===== src/rtl/spi_memory_burst.sv =====
// -----------------------------------------------------------------------------
// spi_memory_burst
//
// SPI slave front end for an internal register-file RAM of 2**ADDR_W words of
// DATA_W bits. Everything runs on clk: the SPI pins are synchronised and their
// edges are detected in the clk domain, so nothing is clocked by sclk.
//
// Frame (MSB first): ADDR_W address bits, one R/W bit (1 = read), then any
// number of DATA_W-bit data words until cs rises. Each following word in a
// burst uses the next address, wrapping at the top of memory.
//
// Optional feature macro: SPI_MEMORY_BURST_AUTOINC_EN
//   defined   : burst words walk through consecutive addresses
//   undefined : the address never advances; reads repeat mem[addr] and
//               writes overwrite mem[addr] (last word wins)
//
// Ports
//   clk       in   system clock
//   reset_n   in   asynchronous active-low reset
//   sclk_pin  in   SPI clock, asynchronous to clk
//   cs_pin    in   SPI chip select, active low
//   mosi_pin  in   master out, slave in
//   miso_pin  out  master in, slave out (0 while not driving)
//   miso_oe   out  MISO pad tristate enable, high only while reading
//   leds      out  debug {frame active, rw, state[1:0]}
// -----------------------------------------------------------------------------
module spi_memory_burst #(
    parameter int ADDR_W = 7,
    parameter int DATA_W = 8,
    parameter int CPOL   = 0,
    parameter int CPHA   = 0
) (
    input  logic       clk,
    input  logic       reset_n,
    input  logic       sclk_pin,
    input  logic       cs_pin,
    input  logic       mosi_pin,
    output logic       miso_pin,
    output logic       miso_oe,
    output logic [3:0] leds
);

    localparam logic [1:0] S_IDLE = 2'd0;
    localparam logic [1:0] S_ADDR = 2'd1;
    localparam logic [1:0] S_RD   = 2'd2;
    localparam logic [1:0] S_WR   = 2'd3;

    localparam int CNT_W = $clog2(ADDR_W + DATA_W + 1);
    localparam logic [CNT_W-1:0] ADDR_LAST = CNT_W'(ADDR_W);
    localparam logic [CNT_W-1:0] DATA_LAST = CNT_W'(DATA_W - 1);
    localparam logic CPOL_L = (CPOL != 0);
    localparam logic CPHA_L = (CPHA != 0);

    // Address used for the next word of a burst.
    function automatic logic [ADDR_W-1:0] next_addr(input logic [ADDR_W-1:0] a);
`ifdef SPI_MEMORY_BURST_AUTOINC_EN
        return a + ADDR_W'(1);
`else
        return a;
`endif
    endfunction

    logic sclk_p0, sclk_p1, sclk_p2;
    logic cs_p0, cs_p1, cs_p2;
    logic mosi_p0, mosi_p1;

    logic [1:0]        state;
    logic [CNT_W-1:0]  cnt;
    logic [ADDR_W-1:0] addr;
    logic [ADDR_W-1:0] addr_sh;
    logic              rw;
    logic [DATA_W-1:0] shreg;
    logic              miso_q;
    logic              ld_pend;
    logic              wr_pend;

    logic [DATA_W-1:0] mem [0:(2**ADDR_W)-1];

    // Stage p0/p1: two-flop synchronisers; stage p2: edge-detect history.
    // The sync flops clear to 0, so after reset cs must be seen high before a
    // falling edge can be detected -- a frame already in progress is skipped.
    always_ff @(posedge clk or negedge reset_n) begin
        if (!reset_n) begin
            sclk_p0 <= 1'b0;
            sclk_p1 <= 1'b0;
            sclk_p2 <= 1'b0;
            cs_p0   <= 1'b0;
            cs_p1   <= 1'b0;
            cs_p2   <= 1'b0;
            mosi_p0 <= 1'b0;
            mosi_p1 <= 1'b0;
        end else begin
            sclk_p0 <= sclk_pin;
            sclk_p1 <= sclk_p0;
            sclk_p2 <= sclk_p1;
            cs_p0   <= cs_pin;
            cs_p1   <= cs_p0;
            cs_p2   <= cs_p1;
            mosi_p0 <= mosi_pin;
            mosi_p1 <= mosi_p0;
        end
    end

    logic sclk_lead, sclk_trail, sample_edge, shift_edge, cs_fall, cs_rise;

    assign sclk_lead   = (sclk_p1 != CPOL_L) && (sclk_p2 == CPOL_L);
    assign sclk_trail  = (sclk_p1 == CPOL_L) && (sclk_p2 != CPOL_L);
    assign sample_edge = CPHA_L ? sclk_trail : sclk_lead;
    assign shift_edge  = CPHA_L ? sclk_lead  : sclk_trail;
    assign cs_fall     = cs_p2 && !cs_p1;
    assign cs_rise     = !cs_p2 && cs_p1;

    // Frame control: acts on the edges detected from stage p1/p2.
    always_ff @(posedge clk or negedge reset_n) begin
        if (!reset_n) begin
            state   <= S_IDLE;
            cnt     <= '0;
            addr    <= '0;
            addr_sh <= '0;
            rw      <= 1'b0;
            shreg   <= '0;
            miso_q  <= 1'b0;
            ld_pend <= 1'b0;
            wr_pend <= 1'b0;
        end else begin
            ld_pend <= 1'b0;
            wr_pend <= 1'b0;

            // Read word fetch lands one clk after the address settles.
            if (ld_pend)
                shreg <= mem[addr];
            // The RAM write happens this clk (separate block); advance after it.
            if (wr_pend)
                addr <= next_addr(addr);

            case (state)
                S_IDLE: begin
                    if (cs_fall) begin
                        state <= S_ADDR;
                        cnt   <= '0;
                    end
                end
                S_ADDR: begin
                    if (sample_edge) begin
                        addr_sh <= ADDR_W'({addr_sh, mosi_p1});
                        if (cnt == ADDR_LAST) begin
                            // addr_sh already holds the full address; this bit is R/W.
                            addr    <= addr_sh;
                            rw      <= mosi_p1;
                            cnt     <= '0;
                            state   <= mosi_p1 ? S_RD : S_WR;
                            ld_pend <= mosi_p1;
                        end else begin
                            cnt <= cnt + CNT_W'(1);
                        end
                    end
                end
                S_RD: begin
                    if (shift_edge) begin
                        miso_q <= shreg[DATA_W-1];
                        shreg  <= shreg << 1;
                        if (cnt == DATA_LAST) begin
                            // Last bit of the word is out; fetch the next one in
                            // time for the following shift edge (no gap).
                            cnt     <= '0;
                            addr    <= next_addr(addr);
                            ld_pend <= 1'b1;
                        end else begin
                            cnt <= cnt + CNT_W'(1);
                        end
                    end
                end
                default: begin
                    if (sample_edge) begin
                        shreg <= {shreg[DATA_W-2:0], mosi_p1};
                        if (cnt == DATA_LAST) begin
                            cnt     <= '0;
                            wr_pend <= 1'b1;
                        end else begin
                            cnt <= cnt + CNT_W'(1);
                        end
                    end
                end
            endcase

            // cs rising ends the frame from any state; partial words are
            // dropped, but a write already pending still completes.
            if (cs_rise) begin
                state  <= S_IDLE;
                rw     <= 1'b0;
                miso_q <= 1'b0;
                cnt    <= '0;
            end
        end
    end

    // RAM write port; contents are deliberately not reset.
    always_ff @(posedge clk) begin
        if (wr_pend)
            mem[addr] <= shreg;
    end

    assign miso_oe  = (state == S_RD);
    assign miso_pin = miso_q & miso_oe;
    assign leds     = {(state != S_IDLE), rw, state};

endmodule


===== config.mk =====
export PLATFORM = sky130hd
export DESIGN_NAME = spi_memory_burst
export DESIGN_NICKNAME = d
export VERILOG_FILES = /design/src/rtl/spi_memory_burst.sv
export SDC_FILE = /design/constraint.sdc
export NUM_CORES = 1
export LEC_CHECK = 0
export ABC_AREA = 0
export BUFFER_PORTS_ARGS = -buffer_cell sky130_fd_sc_hd__buf_4
export CORE_ASPECT_RATIO = 0.9
export CORE_UTILIZATION = 50
export DETAILED_ROUTE_END_ITERATION = 8
export PLACE_DENSITY_LB_ADDON = 0.12
export SETUP_SLACK_MARGIN = 0.5
export SYNTH_ARGS = -nofsm -noshare
export SYNTH_HDL_FRONTEND = slang
export SYNTH_SLANG_ARGS = --single-unit

===== constraint.sdc =====
create_clock -name clk -period 6.05 [get_ports clk]
set_clock_uncertainty 0.2 [all_clocks]
set_input_delay 0.9075 -clock clk [delete_from_list [all_inputs] [get_ports clk]]
set_output_delay 0.9075 -clock clk [all_outputs]
set_load 0.03 [all_outputs]

==> results.ini, run 1 <==
[run_status]
outcome = completed

[route]
drt-pass1-iter-count = 6
drc = 0
viasPerCell = 6.66
ant_nets = 0
first_iter_violations = 3625
wl_per_cell_um = 34.4
vias = 24400
finalWirelength_um = 126000

[placed_design]
hpwl_um = 74700
dpl_cell_area_um2 = 43300
gp_routability_congestion = 0.934
dp_slack_ps = 1950
dp_cells = 3471
io_buffers = 10

[power_and_ir_drop]
max-vdd-ir-drop_mv = 0.275
p_per_area_nw_per_um2 = 311
p_leak_nw = 12.6
total_power_mw = 14.4

[cts]
cts_tree = built
cts_setup_buffers = 0
cts_resized = 0
root_buffer = clkbuf_16
cts_max_level = 3
ctsHoldBuffers = 0
cts.path.max_buffers = 3
cts_buffers = 106
clkSinkCount = 1064
clk_latency_ps = 690
clk_pin_slew_ps = 60

[sta]
max_clock_freq_mhz = 242
rsz0062_at_grt = no
setup_slack_ps = 1920
setup_violations = 0
period_minus_slack_ps = 4130
tightest_slew_ps = 1380
hold_viol = 0
holdWs_ps = 29.6
slew_viol_final = 0
max_slew_margin_pct = 7.08
final.setup.tns_ps = 0
fin_crit_sh_pct = 68.2

[synth]
syn_area_um2 = 41900
syn-num-nets = 2451
synth.avg_cell_area_um2 = 17.2
syn_inst = 2439
synth_edf_count = 1024
synth_seq_cells = 1064
async_flop_share_pct = 3.76
ys_seq_area_share_pct = 75.7
yosysWarnings = 0
synth_ff_type = edfxtp_1
ys_types = 74

[die]
row_count = 100
core_um2 = 82800
die_x_um = 307
io_pins = 11
start_util_pct = 50.6
die_h_um = 277
die_area_um2 = 85000

[critical_path]
cp_slowest_cell = dfrtp_4
reg2reg_from = addr[0]
crit_chain = clkinv_2 -> buf_4 -> a221oi_1 -> a2bb2oi_1 -> o22ai_1 -> a211o_1 -> nor4_1 -> o21ai_1
cp.required_ps = 6410
critPathMaxFanout = 63
worstReg2RegEnd = shreg[3]
endpoint_kind = flip-flop
critPathLaunchType = flip-flop
rrSetupSlack_ps = 1920
rr_worst_depth = 8
critPathTopFamily = compound AO/OA/AOI/OAI gates
slowest_delay_ps = 1040
critical_path_class = reg2reg
cp.buffers_inverters = 2
crit_arrival_ps = 4490

[global_routing]
first_global_vias = 23800
antenna_found_initial = 2
grtUsageTotal_pct = 29.9
grt-ovfl-total = 0
grt_max_degree = 112
grt_pass1_wl_um = 180000

[layout]
area_growth_pct = 10.9
multiInputGateArea_um2 = 9360
layout.cells.non_filler = 3663
fill_cells = 6530
fin_nets = 2469
stdcell_area_um2 = 46500
post-route-util_pct = 56.1
drive_gt1_share_pct = 15.7
seq_area_um2 = 31800

[run]
drv_cap = 0

[min_path]
hold_path_class = in2async

-- registers in the layout, summed over array words and instances, names as in the netlist, 2 cells and up --
name     flops
shreg        8
addr_sh      7
state        2
addr         7
cnt          4
mem       1024
-- how the worst max path moves through the flow --
stage	slack [ps]	depth (start not counted)	end	from
floorplan	3000	8	mem[72][0]	addr[2]
global placement	2010	8	shreg[1]	addr[0]
detailed placement	1950	6	shreg[5]	addr[0]
CTS	1930	6	shreg[5]	addr[0]
global route	1770	8	shreg[3]	addr[0]
finish	1920	8	shreg[3]	addr[0]
-- cell usage after synthesis, drive strengths merged, types with 8 or more instances --
master | instances | area share, %
inv | 13 | 0.12
a211oi | 10 | 0.18
nand2 | 133 | 1.2
o21a | 9 | 0.16
o211ai | 16 | 0.29
dfrtp | 40 | 2.4
nor3 | 8 | 0.096
mux4 | 64 | 3.4
nor2b | 13 | 0.19
a22oi | 77 | 1.4
a31oi | 8 | 0.12
o221ai | 17 | 0.36
o2bb2ai | 14 | 0.29
edfxtp | 1024 | 73
a221o | 40 | 0.95
nor4 | 8 | 0.12
nand3 | 28 | 0.33
o21ai | 69 | 0.82
a21oi | 66 | 0.79
nor2 | 170 | 1.5
a221oi | 119 | 2.5
mux2 | 126 | 3.4
and2 | 10 | 0.15
clkbuf | 67 | 0.60
mux2i | 59 | 1.4
o22ai | 15 | 0.22
buf | 105 | 1.4
a22o | 18 | 0.38
-- area by class of cell --
type                       count  share of cell area [%]
multi-input combinational   1190                    20.1
tap                         1122                    3.02
clock inverter                53                   0.877
sequential                  1064                    68.4
antenna                        2                  0.0108
timing repair buffer          82                    1.41
clock buffer                 137                    6.05
inverter                      13                   0.108
-- where the power goes --
group	switching (mW)	internal, mW
combinational	0.124	0.0700
sequential	0.0319	7.98
clock	2.76	3.48
-- placed cells by master, fill, tap and decap left out, drive strengths merged, types with 64 or more instances in the layout --
cell    instances
buf            82
edfxtp       1024
mux4           64
a22oi          77
o21ai          69
mux2          126
nand2         133
a21oi          66
nor2          170
a221oi        119
clkbuf        137
-- kinds of logic (layout without fill, tap and decap cells) --
kind of cell | after synthesis | count (layout) | share of synthesized area, %
and+or+nand+nor | 405 | 405 | 4.19
adders and majority gates | 7 | 7 | 0.209
AOI/OAI and AO/OA | 529 | 529 | 9.52
buffers and inverters | 185 | 285 | 2.10
other | 0 | 2 | 0
DFF | 1064 | 1064 | 75.7
muxes | 249 | 249 | 8.24
-- worst register-to-register path: stages (launching register included) --
cell	delay, ps
dfrtp_4	1040
clkinv_2	710
buf_4	450
a221oi_1	300
a2bb2oi_1	500
o22ai_1	230
a211o_1	320
nor4_1	190
o21ai_1	90
-- per-layer routing --
metal	vias to the layer above	part of all wire [%]	track usage [%]
met5	-	0.019	0
met4	4	4.0	10.8
met3	278	11	7.00
met2	1467	44	43.5
met1	12700	41	44.1
li1	9946	-	-
No activity file was read; power rests on OpenSTA's default activity.
==> inputs of run 2 (changes only) <==
--- a/config.mk
+++ b/config.mk
@@ -5,7 +5,7 @@
 export SDC_FILE = /design/constraint.sdc
 export NUM_CORES = 1
 export LEC_CHECK = 0
-export ABC_AREA = 0
+export ABC_AREA = 1
 export BUFFER_PORTS_ARGS = -buffer_cell sky130_fd_sc_hd__buf_4
 export CORE_ASPECT_RATIO = 0.9
 export CORE_UTILIZATION = 50
==> constraint.sdc (replaced) <==
create_clock -name clk -period 4.1 [get_ports clk]
set_clock_uncertainty 0.2 [all_clocks]
set_input_delay 0.615 -clock clk [delete_from_list [all_inputs] [get_ports clk]]
set_output_delay 0.615 -clock clk [all_outputs]
set_load 0.03 [all_outputs]
==> run 2 against run 1 <==
Net effect:
- highest routed layer is now met4
- maximum frequency grew 20%
- flip-flop and latch count is the same
- worst hold slack gained 130 ps
- count of clock-buffer cells in the layout shrank 2
- largest cell class unchanged
==> results.ini, run 2 <==
[route]
wl_per_cell_um = 21.1  ; -39%
ant_nets = 0  ; unchanged
first_iter_violations = 3278  ; -9.6%
finalWirelength_um = 117000  ; -7.1%
vias = 29600  ; +21%
drt-pass1-iter-count = 6  ; unchanged
viasPerCell = 5.34  ; -20%
drc = 0  ; unchanged

[critical_path]
slowest_delay_ps = 570  ; -470 ps
critPathMaxFanout = 159  ; +150%
rr_worst_depth = 12  ; +4
critPathTopFamily = simple AND/OR/NAND/NOR gates
crit_chain = inv_8 -> buf_12 -> nand2_1 -> a21oi_1 -> o21ai_0 -> nand2_1 -> nand2_1 -> nand3_1 -> nand2_1 -> nand3_1 -> o21bai_1 -> nand2_1
critical_path_class = reg2reg
critPathLaunchType = flip-flop
cp_slowest_cell = dfrtp_4
cp.required_ps = 4520  ; -1890 ps
crit_path_frequent_cell = nand2_1
crit_arrival_ps = 3870  ; -620 ps
endpoint_kind = flip-flop
reg2reg_from = addr[0]
cp.buffers_inverters = 2  ; unchanged
critPathLaunch = addr[0]
crit_cells = 12  ; +4

[synth]
yosysWarnings = 0  ; unchanged
synth_top_area_cell = edfxtp_1
synth_top_family_by_area = simple AND/OR/NAND/NOR gates
synth_top_area_share_pct = 69.0  ; -4.4 points
synth-simple-area-share_pct = 22.5  ; +18 points
synth_compound_area_share_pct = 3.40  ; -6.1 points
synth_seq_cells = 1064  ; unchanged
synth.avg_cell_area_um2 = 10.4  ; -39%
ys_seq_area_share_pct = 71.2  ; -4.5 points
netlist_top_cells_count = nand2_1, edfxtp_1, nor2_1
syn-num-nets = 4298  ; +75%
synthAdderAreaFrac_pct = 0.196  ; -0.013 points
muxShareOfSynthArea_pct = 0  ; -8.2 points
syn_inst = 4286  ; +76%
synth.most_common_cell = nand2_1
syn_area_um2 = 44600  ; +6.4%
ys_top_cells_by_area = edfxtp_1, nand2_1, dfrtp_1, nor2_1, a21oi_1
yosys.area_share.xor_xnor_pct = 0  ; unchanged
synth_ff_type = edfxtp_1
ys_types = 28  ; -62%
async_flop_share_pct = 3.76  ; unchanged
synth_edf_count = 1024  ; unchanged

[power_and_ir_drop]
combPwrFrac_pct = 3.4  ; +2.1 points
internal_power_mw = 17.9  ; +55%
p_per_area_nw_per_um2 = 457  ; +47%
p_leak_nw = 19.6  ; +56%
switchingPower_mw = 4.83  ; +65%
p_seq_share_pct = 52.9  ; -2.6 points
switching_share_pct = 21.2  ; +1.0 points
p_clk_share_pct = 43.8  ; +0.6 points
max-vdd-ir-drop_mv = 0.366  ; +33%

[cts]
cts_buffers = 108  ; +1.9%
clkSinkCount = 1064  ; unchanged
cts_setup_buffers = 0  ; unchanged
cts_max_level = 3  ; unchanged
clk_pin_slew_ps = 70  ; about the same
cts.path.max_buffers = 3  ; unchanged
clk_latency_ps = 690  ; about the same
ctsHoldBuffers = 4  ; +4
root_buffer = clkbuf_16
cts_tree = built
cts_resized = 0  ; unchanged

[die]
die_h_um = 285  ; +3.1%
row_count = 103  ; +3.0%
start_util_pct = 50.7  ; about the same
io_pins = 11  ; unchanged
die_x_um = 317  ; +3.1%
die_area_um2 = 90400  ; +6.3%
core_um2 = 88000  ; +6.3%

[placed_design]
io_buffers = 10  ; unchanged
hpwl_um = 66400  ; -11%
gp_routability_congestion = 0.880  ; -5.8%
dp_slack_ps = 888  ; -1060 ps

[global_routing]
first_global_vias = 27900  ; +17%
grtUsageTotal_pct = 26.1  ; -3.8 points
grt_max_degree = 160  ; +43%
grt-ovfl-total = 0  ; unchanged
antenna_found_initial = 0  ; -2
grt_pass1_wl_um = 177000  ; -1.8%

[layout]
antenna_cells = 0  ; -2
area_growth_pct = 11.6
largest_reg_flops = 1024  ; unchanged
largestRegisters = mem: 1024 flops, shreg: 8 flops
fin_nets = 4310  ; +75%
top_register = mem
final_cell_mix = nand2_1, edfxtp_1, nor2_1
layout_commonest_cell = nand2_1
drive_gt1_share_pct = 6.83  ; -8.8 points

[min_path]
hold_start = sclk_p0
hold_path_class = reg2reg
whs_path_depth = 0

[sta]
fin_crit_sh_pct = 84.1  ; +16 points
tightest_slew_ps = 1140  ; -242 ps
final.setup.tns_ps = 0  ; unchanged
hold_viol = 0  ; unchanged
max_clock_freq_mhz = 290  ; +20%
rsz0062_at_grt = no
slew_viol_final = 0  ; unchanged
max_slew_margin_pct = 23.8  ; +17 points
setup_violations = 0  ; unchanged
period_minus_slack_ps = 3450  ; -679 ps
setup_slack_ps = 651  ; -1270 ps

[run_status]
outcome = completed

[run]
drv_cap = 0  ; unchanged

==> run 2: layout make-up <==
cell class / count / area [um^2]
Fill cell: 7532 / 38300
Sequential cell: 1064 / 31800
Multi-Input combinational cell: 2947 / 11700
Clock buffer: 135 / 2830
Tap cell: 1155 / 1450
Timing Repair Buffer: 118 / 1030
Clock inverter: 68 / 749
Inverter: 59 / 239
==> run 2: worst paths after layout <==
check | slack [ps] | to
worst max-delay path | 650 | shreg[1]
worst min-delay path | 160 | sclk_p1
worst max register to register | 650 | shreg[1]
worst min register to register | 160 | sclk_p1
max in group asynchronous | 3040 | shreg[2]
min in group asynchronous | 250 | state[0]
==> run 2: metrics by stage <==
step	hold WS (ps)	total power, mW	util [%]	instances	cell area, um^2
final	158	22.7	56.5	5546	49800
after global routing	160	23.4	56.5	5546	49800
after CTS	158	22.9	56.5	5546	49800
after detailed placement	143	13.0	52.4	5339	46100
after global placement	138	13.0	52.4	5339	46100
after floorplan	119	12.7	-	4286	44600
==> run 2: routing by layer <==
layer / routed length, um / GRT usage [%] / vias up
met4: 2920 / 7.06 / 0
li1: - / - / 14200
met2: 51700 / 38.5 / 967
met1: 53800 / 40.0 / 14300
met3: 8580 / 4.29 / 188
met5: 0 / 0 / -
==> run 2: kinds of logic (layout without fill, tap and decap cells) <==
group                    after synthesis  in the layout
adder cells (fa/ha/maj)                7              7
flip-flops                          1064           1064
buffers and inverters                275            380
AND/OR/NAND/NOR                     2649           2649
AO/OA/AOI/OAI                        291            291
==> run 2: power by group through the flow <==
stage	Combinational (mW)	Sequential [mW]	Clock, mW
floorplan	0.490	12.2	0
global placement	0.748	12.2	0
detailed placement	0.756	12.2	0
CTS	0.761	12.0	10.1
global route	0.859	12.0	10.5
finish	0.764	12.0	9.95
